`src/rtl/pwm_duty_decoder.sv`:
```
// ---------------------------------------------------------------------------
// PwmDutyDecoder (module pwm_duty_decoder)
//
// Purpose:
//   Receive-side counterpart of the PWM generator. Samples an incoming PWM
//   waveform, measures its period and high time in clock cycles, and reports
//   the duty cycle in 10 % steps (0..10). A sequential restoring divider
//   produces round-half-up(10 * high / period), capped at 10. A timeout
//   flags an input that has stopped toggling.
//
// Ports:
//   clk           in   system clock
//   rst           in   synchronous, active-high reset
//   ena           in   block enable; low = idle (outputs hold)
//   ui_pwm_in     in   asynchronous PWM input
//   uo_duty_step  out  decoded duty 0..10 (x 10 %)
//   uo_period     out  last measured period, cycles (0 after a timeout)
//   uo_high       out  last measured high time, cycles (0 after a timeout)
//   uo_duty_valid out  one-cycle strobe when the outputs update
//   uo_stuck      out  input stuck, sticky until the next good measurement
//
// Parameters:
//   CNT_W    width of the counters and measurement outputs
//   TIMEOUT  cycles without a rising edge before the input is declared
//            stuck; must be <= 2^CNT_W-1 and >= 2
//
// Configuration macro:
//   PWM_DECODE_GLITCH_FILTER_EN  when defined, a level filter after the
//   synchroniser only accepts a new level once it has been stable for 3
//   consecutive cycles, so pulses or notches of 2 cycles or less vanish.
// ---------------------------------------------------------------------------
`timescale 1ns/1ps

module pwm_duty_decoder #(
    parameter int CNT_W   = 16,
    parameter int TIMEOUT = 65535
) (
    input  logic             clk,
    input  logic             rst,
    input  logic             ena,
    input  logic             ui_pwm_in,
    output logic [3:0]       uo_duty_step,
    output logic [CNT_W-1:0] uo_period,
    output logic [CNT_W-1:0] uo_high,
    output logic             uo_duty_valid,
    output logic             uo_stuck
);

    // 10 * high + period/2 fits in CNT_W+4 bits for any CNT_W-bit operands.
    localparam int REM_W = CNT_W + 4;

    localparam logic [CNT_W-1:0] CNT_ONE = CNT_W'(1);
    localparam logic [CNT_W-1:0] CNT_MAX = CNT_W'(TIMEOUT);
    localparam logic [CNT_W-1:0] CNT_PRE = CNT_W'(TIMEOUT - 1);
    localparam logic [REM_W-1:0] REM_TEN = REM_W'(10);

    localparam logic [1:0] S_WAIT    = 2'd0;
    localparam logic [1:0] S_MEASURE = 2'd1;
    localparam logic [1:0] S_DIVIDE  = 2'd2;
    localparam logic [1:0] S_DONE    = 2'd3;

    logic             sync1_q;
    logic             sync2_q;
    logic             pwm_s;
    logic             pwm_s_d_q;
    logic             rise;
    logic             timeout;

    logic [CNT_W-1:0] period_cnt_q, period_cnt_d;
    logic [CNT_W-1:0] high_cnt_q,   high_cnt_d;

    logic [1:0]       state_q,       state_d;
    logic [CNT_W-1:0] meas_period_q, meas_period_d;
    logic [CNT_W-1:0] meas_high_q,   meas_high_d;
    logic [REM_W-1:0] rem_q,         rem_d;
    logic [3:0]       quot_q,        quot_d;
    logic             div_first_q,   div_first_d;

    logic [3:0]       duty_q,        duty_d;
    logic [CNT_W-1:0] out_period_q,  out_period_d;
    logic [CNT_W-1:0] out_high_q,    out_high_d;
    logic             valid_q,       valid_d;
    logic             stuck_q,       stuck_d;

    logic [REM_W-1:0] period_ext;
    logic [REM_W-1:0] rem_init;

    // Two-flop synchroniser; keeps running while disabled so that the
    // level is already settled when the block is re-enabled.
    always_ff @(posedge clk) begin
        if (rst) begin
            sync1_q <= 1'b0;
            sync2_q <= 1'b0;
        end else begin
            sync1_q <= ui_pwm_in;
            sync2_q <= sync1_q;
        end
    end

`ifdef PWM_DECODE_GLITCH_FILTER_EN
    logic [1:0] hist_q;
    logic       filt_q, filt_d;

    // The filtered level only flips once the synchronised input has shown
    // the same value on three consecutive cycles; both edges are delayed
    // equally so the measured duty is unchanged.
    always_comb begin
        filt_d = filt_q;
        if ({hist_q, sync2_q} == 3'b111) begin
            filt_d = 1'b1;
        end else if ({hist_q, sync2_q} == 3'b000) begin
            filt_d = 1'b0;
        end
    end

    always_ff @(posedge clk) begin
        if (rst) begin
            hist_q <= 2'b00;
            filt_q <= 1'b0;
        end else begin
            hist_q <= {hist_q[0], sync2_q};
            filt_q <= filt_d;
        end
    end

    assign pwm_s = filt_q;
`else
    assign pwm_s = sync2_q;
`endif

    always_ff @(posedge clk) begin
        if (rst) begin
            pwm_s_d_q <= 1'b0;
        end else begin
            pwm_s_d_q <= pwm_s;
        end
    end

    assign rise = pwm_s & ~pwm_s_d_q;

    // The timeout event is the single cycle in which the period counter
    // steps onto its saturation value; while it then sits saturated no
    // further event fires, giving one strobe per stuck episode.
    assign timeout = ena && !rise && (period_cnt_q == CNT_PRE);

    // Period / high-time counters. The edge cycle itself counts as cycle 1
    // of the new period (and as a high cycle).
    always_comb begin
        period_cnt_d = period_cnt_q;
        high_cnt_d   = high_cnt_q;
        if (!ena) begin
            period_cnt_d = '0;
            high_cnt_d   = '0;
        end else if (rise) begin
            period_cnt_d = CNT_ONE;
            high_cnt_d   = CNT_ONE;
        end else begin
            if (period_cnt_q != CNT_MAX) begin
                period_cnt_d = period_cnt_q + CNT_ONE;
            end
            if (pwm_s && (high_cnt_q != CNT_MAX)) begin
                high_cnt_d = high_cnt_q + CNT_ONE;
            end
        end
    end

    assign period_ext = REM_W'(meas_period_q);
    // Adding period/2 before the truncating divide gives round-half-up.
    assign rem_init   = (REM_W'(meas_high_q) * REM_TEN) + REM_W'(meas_period_q >> 1);

    // Measurement FSM and one-quotient-step-per-cycle divider. The output
    // registers are loaded on entry to DONE so they are visible, together
    // with the strobe, during the DONE cycle.
    always_comb begin
        state_d       = state_q;
        meas_period_d = meas_period_q;
        meas_high_d   = meas_high_q;
        rem_d         = rem_q;
        quot_d        = quot_q;
        div_first_d   = div_first_q;
        duty_d        = duty_q;
        out_period_d  = out_period_q;
        out_high_d    = out_high_q;
        valid_d       = 1'b0;
        stuck_d       = stuck_q;

        if (!ena) begin
            state_d = S_WAIT;
        end else if (timeout) begin
            duty_d       = pwm_s ? 4'd10 : 4'd0;
            out_period_d = '0;
            out_high_d   = '0;
            stuck_d      = 1'b1;
            valid_d      = 1'b1;
            state_d      = S_WAIT;
        end else begin
            case (state_q)
                S_WAIT: begin
                    // The period in progress is partial; only arm on an edge.
                    if (rise) begin
                        state_d = S_MEASURE;
                    end
                end
                S_MEASURE: begin
                    if (rise) begin
                        meas_period_d = period_cnt_q;
                        meas_high_d   = high_cnt_q;
                        div_first_d   = 1'b1;
                        state_d       = S_DIVIDE;
                    end
                end
                S_DIVIDE: begin
                    if (div_first_q) begin
                        rem_d       = rem_init;
                        quot_d      = 4'd0;
                        div_first_d = 1'b0;
                    end else if ((rem_q >= period_ext) && (quot_q < 4'd10)) begin
                        rem_d  = rem_q - period_ext;
                        quot_d = quot_q + 4'd1;
                    end else begin
                        duty_d       = quot_q;
                        out_period_d = meas_period_q;
                        out_high_d   = meas_high_q;
                        stuck_d      = 1'b0;
                        valid_d      = 1'b1;
                        state_d      = S_DONE;
                    end
                end
                S_DONE: begin
                    state_d = S_MEASURE;
                end
                default: begin
                    state_d = S_WAIT;
                end
            endcase
        end
    end

    always_ff @(posedge clk) begin
        if (rst) begin
            period_cnt_q  <= '0;
            high_cnt_q    <= '0;
            state_q       <= S_WAIT;
            meas_period_q <= '0;
            meas_high_q   <= '0;
            rem_q         <= '0;
            quot_q        <= 4'd0;
            div_first_q   <= 1'b0;
            duty_q        <= 4'd0;
            out_period_q  <= '0;
            out_high_q    <= '0;
            valid_q       <= 1'b0;
            stuck_q       <= 1'b0;
        end else begin
            period_cnt_q  <= period_cnt_d;
            high_cnt_q    <= high_cnt_d;
            state_q       <= state_d;
            meas_period_q <= meas_period_d;
            meas_high_q   <= meas_high_d;
            rem_q         <= rem_d;
            quot_q        <= quot_d;
            div_first_q   <= div_first_d;
            duty_q        <= duty_d;
            out_period_q  <= out_period_d;
            out_high_q    <= out_high_d;
            valid_q       <= valid_d;
            stuck_q       <= stuck_d;
        end
    end

    assign uo_duty_step  = duty_q;
    assign uo_period     = out_period_q;
    assign uo_high       = out_high_q;
    assign uo_duty_valid = valid_q;
    assign uo_stuck      = stuck_q;

endmodule
```
`config.mk`:
```
export PLATFORM = sky130hd
export DESIGN_NAME = pwm_duty_decoder
export DESIGN_NICKNAME = d
export VERILOG_FILES = /design/src/rtl/pwm_duty_decoder.sv
export SDC_FILE = /design/constraint.sdc
export NUM_CORES = 1
export LEC_CHECK = 0
export CAP_MARGIN = 5
export CORE_MARGIN = 2
export CORE_UTILIZATION = 51
export DETAILED_ROUTE_END_ITERATION = 12
export PLACE_DENSITY_LB_ADDON = 0.05
export SETUP_SLACK_MARGIN = 0.15
export SLEW_MARGIN = 20
export SYNTH_ARGS = -nofsm -noshare
export SYNTH_HDL_FRONTEND = slang
export SYNTH_SLANG_ARGS = --single-unit
```
`constraint.sdc`:
```
create_clock -name clk -period 3.9 [get_ports clk]
set_input_delay 0.78 -clock clk [delete_from_list [all_inputs] [get_ports clk]]
set_output_delay 0.78 -clock clk [all_outputs]
set_load 0.02 [all_outputs]
```
# Word-level counts from Yosys, hierarchy flattened
# Cells that the tools add are included.
# op_classes
n_bitwise,4
n_mux,36
eq_ne,12
n_mul,1
n_lt_le_gt_ge,2
n_reduce_logical,19
add_sub_neg,5
# ops
operator,count
16-bit two-way mux,8
20-bit two-way mux,2
"16-bit by 1-bit adder with 16-bit output, second input constant",2
"16-bit != test, second input constant",2
4-bit two-way mux,7
20-bit by 15-bit adder with 20-bit output,1
20-bit by 16-bit >= comparator with 1-bit output,1
4-bit AND reduction,5
20-bit by 16-bit subtractor with 20-bit output,1
"16-bit by 3-bit multiplier with 19-bit output, second input constant",1
"16-bit == test, second input constant",1
1-bit two-way mux,13
"2-bit != test, second input constant",6
2-bit nonzero test,5
2-bit two-way mux,4
2-bit one-hot mux with 4 select lines,1
3-bit OR reduction,2
"4-bit by 1-bit adder with 4-bit output, second input constant",1
"2-bit == test, second input constant",2
1-bit logical AND,4
"4-bit less-than comparator, second input constant",1
1-bit NOT,3
"2-bit by 1-bit == test with 1-bit output, second input constant",1
2-bit logical NOT,1
4 further kinds,4
# word_totals
elab_cells,97
output_inout_bits,38
regBits,132
inputBits,4

# Logic depth before layout (Yosys ltp)
# depth
word_depth,7
depth_mapped,18
ltp_nobuf,18

# Worst setup path after synthesis
# No wires, ideal clock.
# synth_timing
path_kind,reg-to-reg
from,register meas_high_q[1]
to,register rem_q[19]
n_path_buf,0
required_ps,3826
stages_incl_launch_ff,18
arrival_ps,3562
setup_time_ps,74
period_less_slack_ps,3636
setup_slack_ps,264
cell_sequence,dfxtp_1 -> ha_1 -> ha_1 -> inv_1 -> fa_1 -> nor2b_1 -> o2111ai_1 -> nand3_1 -> nand2_1 -> xnor2_1 -> ha_1 -> and3_1 -> and3_1 -> a21oi_1 -> a311oi_1 -> nand4_1 -> or4_1 -> a31oi_1
# synth_via
elab_chain_cells,3
# synth_rtl
element,line_no,source
"start, declared",74,"logic [CNT_W-1:0] meas_high_q, meas_high_d;"
"start signal, assigned",259,meas_high_q <= meas_high_d;
16-bit by 3-bit multiplier with 19-bit output,169,assign rem_init = (REM_W'(meas_high_q) * REM_TEN) + REM_W'(meas_period_q >> 1);
20-bit by 15-bit adder with 20-bit output,169,
20-bit two-way mux,213,if (div_first_q) begin
"end signal, assigned",260,rem_q <= rem_d;
"end, declared",75,"logic [REM_W-1:0] rem_q, rem_d;"
# Every way passes these cells.
# A chain may end at the register's enable or synchronous reset.

# Worst setup path after layout
# layout_timing
from,register meas_high_q[2]
to,register rem_q[19]
# Same word-level chain as after synthesis.

==> impl_metrics.ini <==
[worst_hold_path]
worstHoldStart = rem_q[7]
holdPathStages = 2
hold_path.class = reg2reg
worst_hold_path.endpoint = rem_q[7]

[timing]
finalWorstSetupSlack_ns = 0.178
maxSlewViolCount = 0
achievable-frequency_mhz = 269
max_slew_margin_pct = 27.7
final_min_period_over_clock_period_pct = 95.4
clock-skew-final_ns = 0.00789
hold_violations = 0
finalSetupViolCount = 0
finalCriticalPeriod_ns = 3.72
tightest_slew_ns = 1.08
grt_setup_unrepaired = true

[grt]
grt.total_usage_pct = 25.6
grt_first_pass_wirelength_mm = 32.7
first_global_vias = 6413
maximum_number_of_pins_on_one_net_before_global_route_repair = 40
grt_remaining_overflow = 0
antenna_found_initial = 0

[yosys]
synth.top_cells.by_area = sky130_fd_sc_hd__dfxtp_1, sky130_fd_sc_hd__ha_1, sky130_fd_sc_hd__nand2_1
synth_edf_count = 0
postSynthAreaPerCell_sq_um = 8.44
synthesis.yosys.warnings = 0
synth.yosys.seq_area_share_pct = 34.5
netlist.top_cell.by_area = sky130_fd_sc_hd__dfxtp_1
syn_inst = 906
cell_area_synth_sq_um = 7650
yosys_most_used_dff = sky130_fd_sc_hd__dfxtp_1
synth_seq_cells = 132
post_synth_num_cell_types = 68
synthArstFlopShare_pct = 0
synth_fp_nets = 980
area_share_of_the_leading_cell_type_in_the_synthesized_netlist_pct = 34.5

[die]
die_ar_sq_um = 16000
initial_core_util_pct = 52.4
core_area_sq_um = 14600
row_count = 44
die-height_um = 126
fp.dieW_um = 126
io_pins = 42

[power]
p_sw_share_pct = 23.4
total_switching_power_mw = 0.715
power.density_cell_area_nw_per_um2 = 335
combPwrFrac_pct = 2.3
clock_power_share_pct = 53.4
share_seq_of_total_power_pct = 44.3
power_leakage_nw = 3.62
vdd.ir_drop.worst_uv = 263
power.internal_mw = 2.35

[layout]
antenna_cells = 0
drive_gt1_share_pct = 12.6
mostFrequentLayoutCell = sky130_fd_sc_hd__dfxtp_1
layout.area.seq_sq_um = 2650
layout.cells.most_common_list = sky130_fd_sc_hd__dfxtp_1, sky130_fd_sc_hd__nand2_1, sky130_fd_sc_hd__nor2_1
layout-area-overhead-vs-synth_pct = 19.6
area_of_combinational_cells_with_multiple_inputs_sq_um = 4870
nNetsFinal = 1032
fillCellCount = 1257
finalNonFillerCells = 1155

[clocking]
clkSinkCount = 132
cts-htree-levels = 4
path_clk_slew_ns = 0.06
clock_tree_from_tritoncts = built
max-clock-path-buffers = 2
clk_latency_ns = 0.42
root_buffer_cell = sky130_fd_sc_hd__clkbuf_16
cts_inserted_buffers = 17

[placed_design]
buffer_ports.inserted = 41
gpl.final_weighted_congestion = 0.914
hpwl_mm = 15.1
post-place-ws_ns = -0.0611
dp_cells = 1115

[route]
postRouteAntennaNets = 0
via_density_per_instance = 5.98
detail_route.iter0.violations = 312
routedWlPerCell_um = 18.0
totalWireLength_mm = 20.8
routed-via-count = 6904
detail_route.first_pass.iterations = 5
drc = 0

[outcome]
run_status = completed

[critical_path]
r2r_cells = 14
cp_max_fo = 5
timing.rr.start = meas_high_q[2]
crit_required_ns = 4.25
critPathCaptureType = flop
timing.critical_path.from_type = flop
reg2reg_slack_ns = 0.18
r2r-end = rem_q[19]
timing.setup.critical_path_class = reg2reg
critPathArrivalTime_ns = 4.08

[run]
max-cap-violations = 0
timing repair:
item | CTS | global route
setup buffers | 3 | 5
pin swaps | 5 | 23
hold buffers | 0 | 0
endpoints found under the hold margin | 0 | 0
resized for setup | 7 | 39
endpoints found under the setup margin | 5 | 10
kinds of logic after synthesis:
| family | Yosys count | synth area share, % |
|---|---|---|
| simple gates | 310 | 19.0 |
| compound gates | 255 | 23.2 |
| flops | 132 | 34.5 |
| buf+inv | 78 | 4.50 |
| fa+ha+maj | 70 | 11.7 |
| xor+xnor | 55 | 6.30 |
| mux | 6 | 0.785 |
worst max-delay path, stage by stage (launching register included):
cell and delay (ns):
sky130_fd_sc_hd__dfxtp_2 0.34, sky130_fd_sc_hd__ha_1 0.32, sky130_fd_sc_hd__ha_1 0.33, sky130_fd_sc_hd__a211oi_2 0.28, sky130_fd_sc_hd__o21bai_2 0.16, sky130_fd_sc_hd__o21ai_1 0.20
sky130_fd_sc_hd__xnor2_1 0.09, sky130_fd_sc_hd__ha_1 0.36, sky130_fd_sc_hd__and3_4 0.21, sky130_fd_sc_hd__and3_4 0.19, sky130_fd_sc_hd__a21oi_4 0.06, sky130_fd_sc_hd__a311oi_2 0.32
sky130_fd_sc_hd__nand4_1 0.17, sky130_fd_sc_hd__or4_1 0.50, sky130_fd_sc_hd__a31oi_1 0.13
final cells by class:
cell class	instances	area share, %
multi-input cells	696	53.2
clock buffers	18	4.80
clock inverters	14	1.81
inverters	41	1.68
well taps	184	2.52
repair buffers	70	6.95
flip-flops and latches	132	29.0
registers in the layout, indices dropped and copies added, names as in the netlist:
name / flops
pwm_s: 1
uo_duty_step: 4
pwm_s_d_q: 1
uo_stuck: 1
sync1_q: 1
rem_q: 20
period_cnt_q: 16
meas_period_q: 16
uo_duty_valid: 1
high_cnt_q: 16
meas_high_q: 16
uo_high: 16
div_first_q: 1
uo_period: 16
quot_q: 4
state_q: 2
metrics by stage:
stage / TNS (ns) / area [sq um] / hold slack [ns] / total power, mW / util [%]
6_report: 0 / 9150 / 0.460 / 3.06 / 62.7
5_1_grt: 0 / 9150 / 0.476 / 3.15 / 62.7
4_1_cts: 0 / 8920 / 0.461 / 3.09 / 61.2
3_5_place_dp: -0.0611 / 8270 / 0.450 / 1.46 / 56.7
3_3_place_gp: 0 / 8270 / 0.441 / 1.46 / 56.7
2_1_floorplan: 0 / 7650 / 0.414 / 1.44 / -
synth_stat cells, drive strengths merged, types with 8 or more instances:
library cell  number
xnor2             26
o21ai             37
and3              17
ha                67
dfxtp            132
clkbuf            26
a21o              13
a211oi            26
inv               41
o21a               8
nand2            115
nor2b             12
buf               11
nand2b            10
a21oi             80
nand4             14
nand3             18
a22o              34
xor2              29
nor3              25
nor2              74
power groups by stage:
| stage | clock (mW) | combinational (mW) | sequential, mW |
|---|---|---|---|
| after floorplan | 0 | 0.0549 | 1.39 |
| after global placement | 0 | 0.0694 | 1.39 |
| after detailed placement | 0 | 0.0712 | 1.39 |
| after CTS | 1.66 | 0.0714 | 1.36 |
| after global routing | 1.72 | 0.0794 | 1.36 |
| final | 1.63 | 0.0719 | 1.36 |
how the worst max path moves through the flow:
stage                   start   endpoint  slack, ns  cells past startpoint
5_1_grt        meas_high_q[3]  rem_q[19]       0.05                     17
4_1_cts        meas_high_q[3]  rem_q[19]       0.14                     17
3_5_place_dp   meas_high_q[3]  rem_q[19]      -0.06                     17
6_report       meas_high_q[2]  rem_q[19]       0.18                     14
3_3_place_gp   meas_high_q[3]  rem_q[19]       0.04                     17
2_1_floorplan  meas_high_q[1]  rem_q[19]       0.26                     17
routing by layer:
layer | track usage (%) | part of all wire (%)
met5 | 0 | 0
met4 | 7.95 | 2.0
met3 | 4.43 | 4.0
met2 | 41.3 | 47
met1 | 35.3 | 47
(Power assumes the default switching activity.)
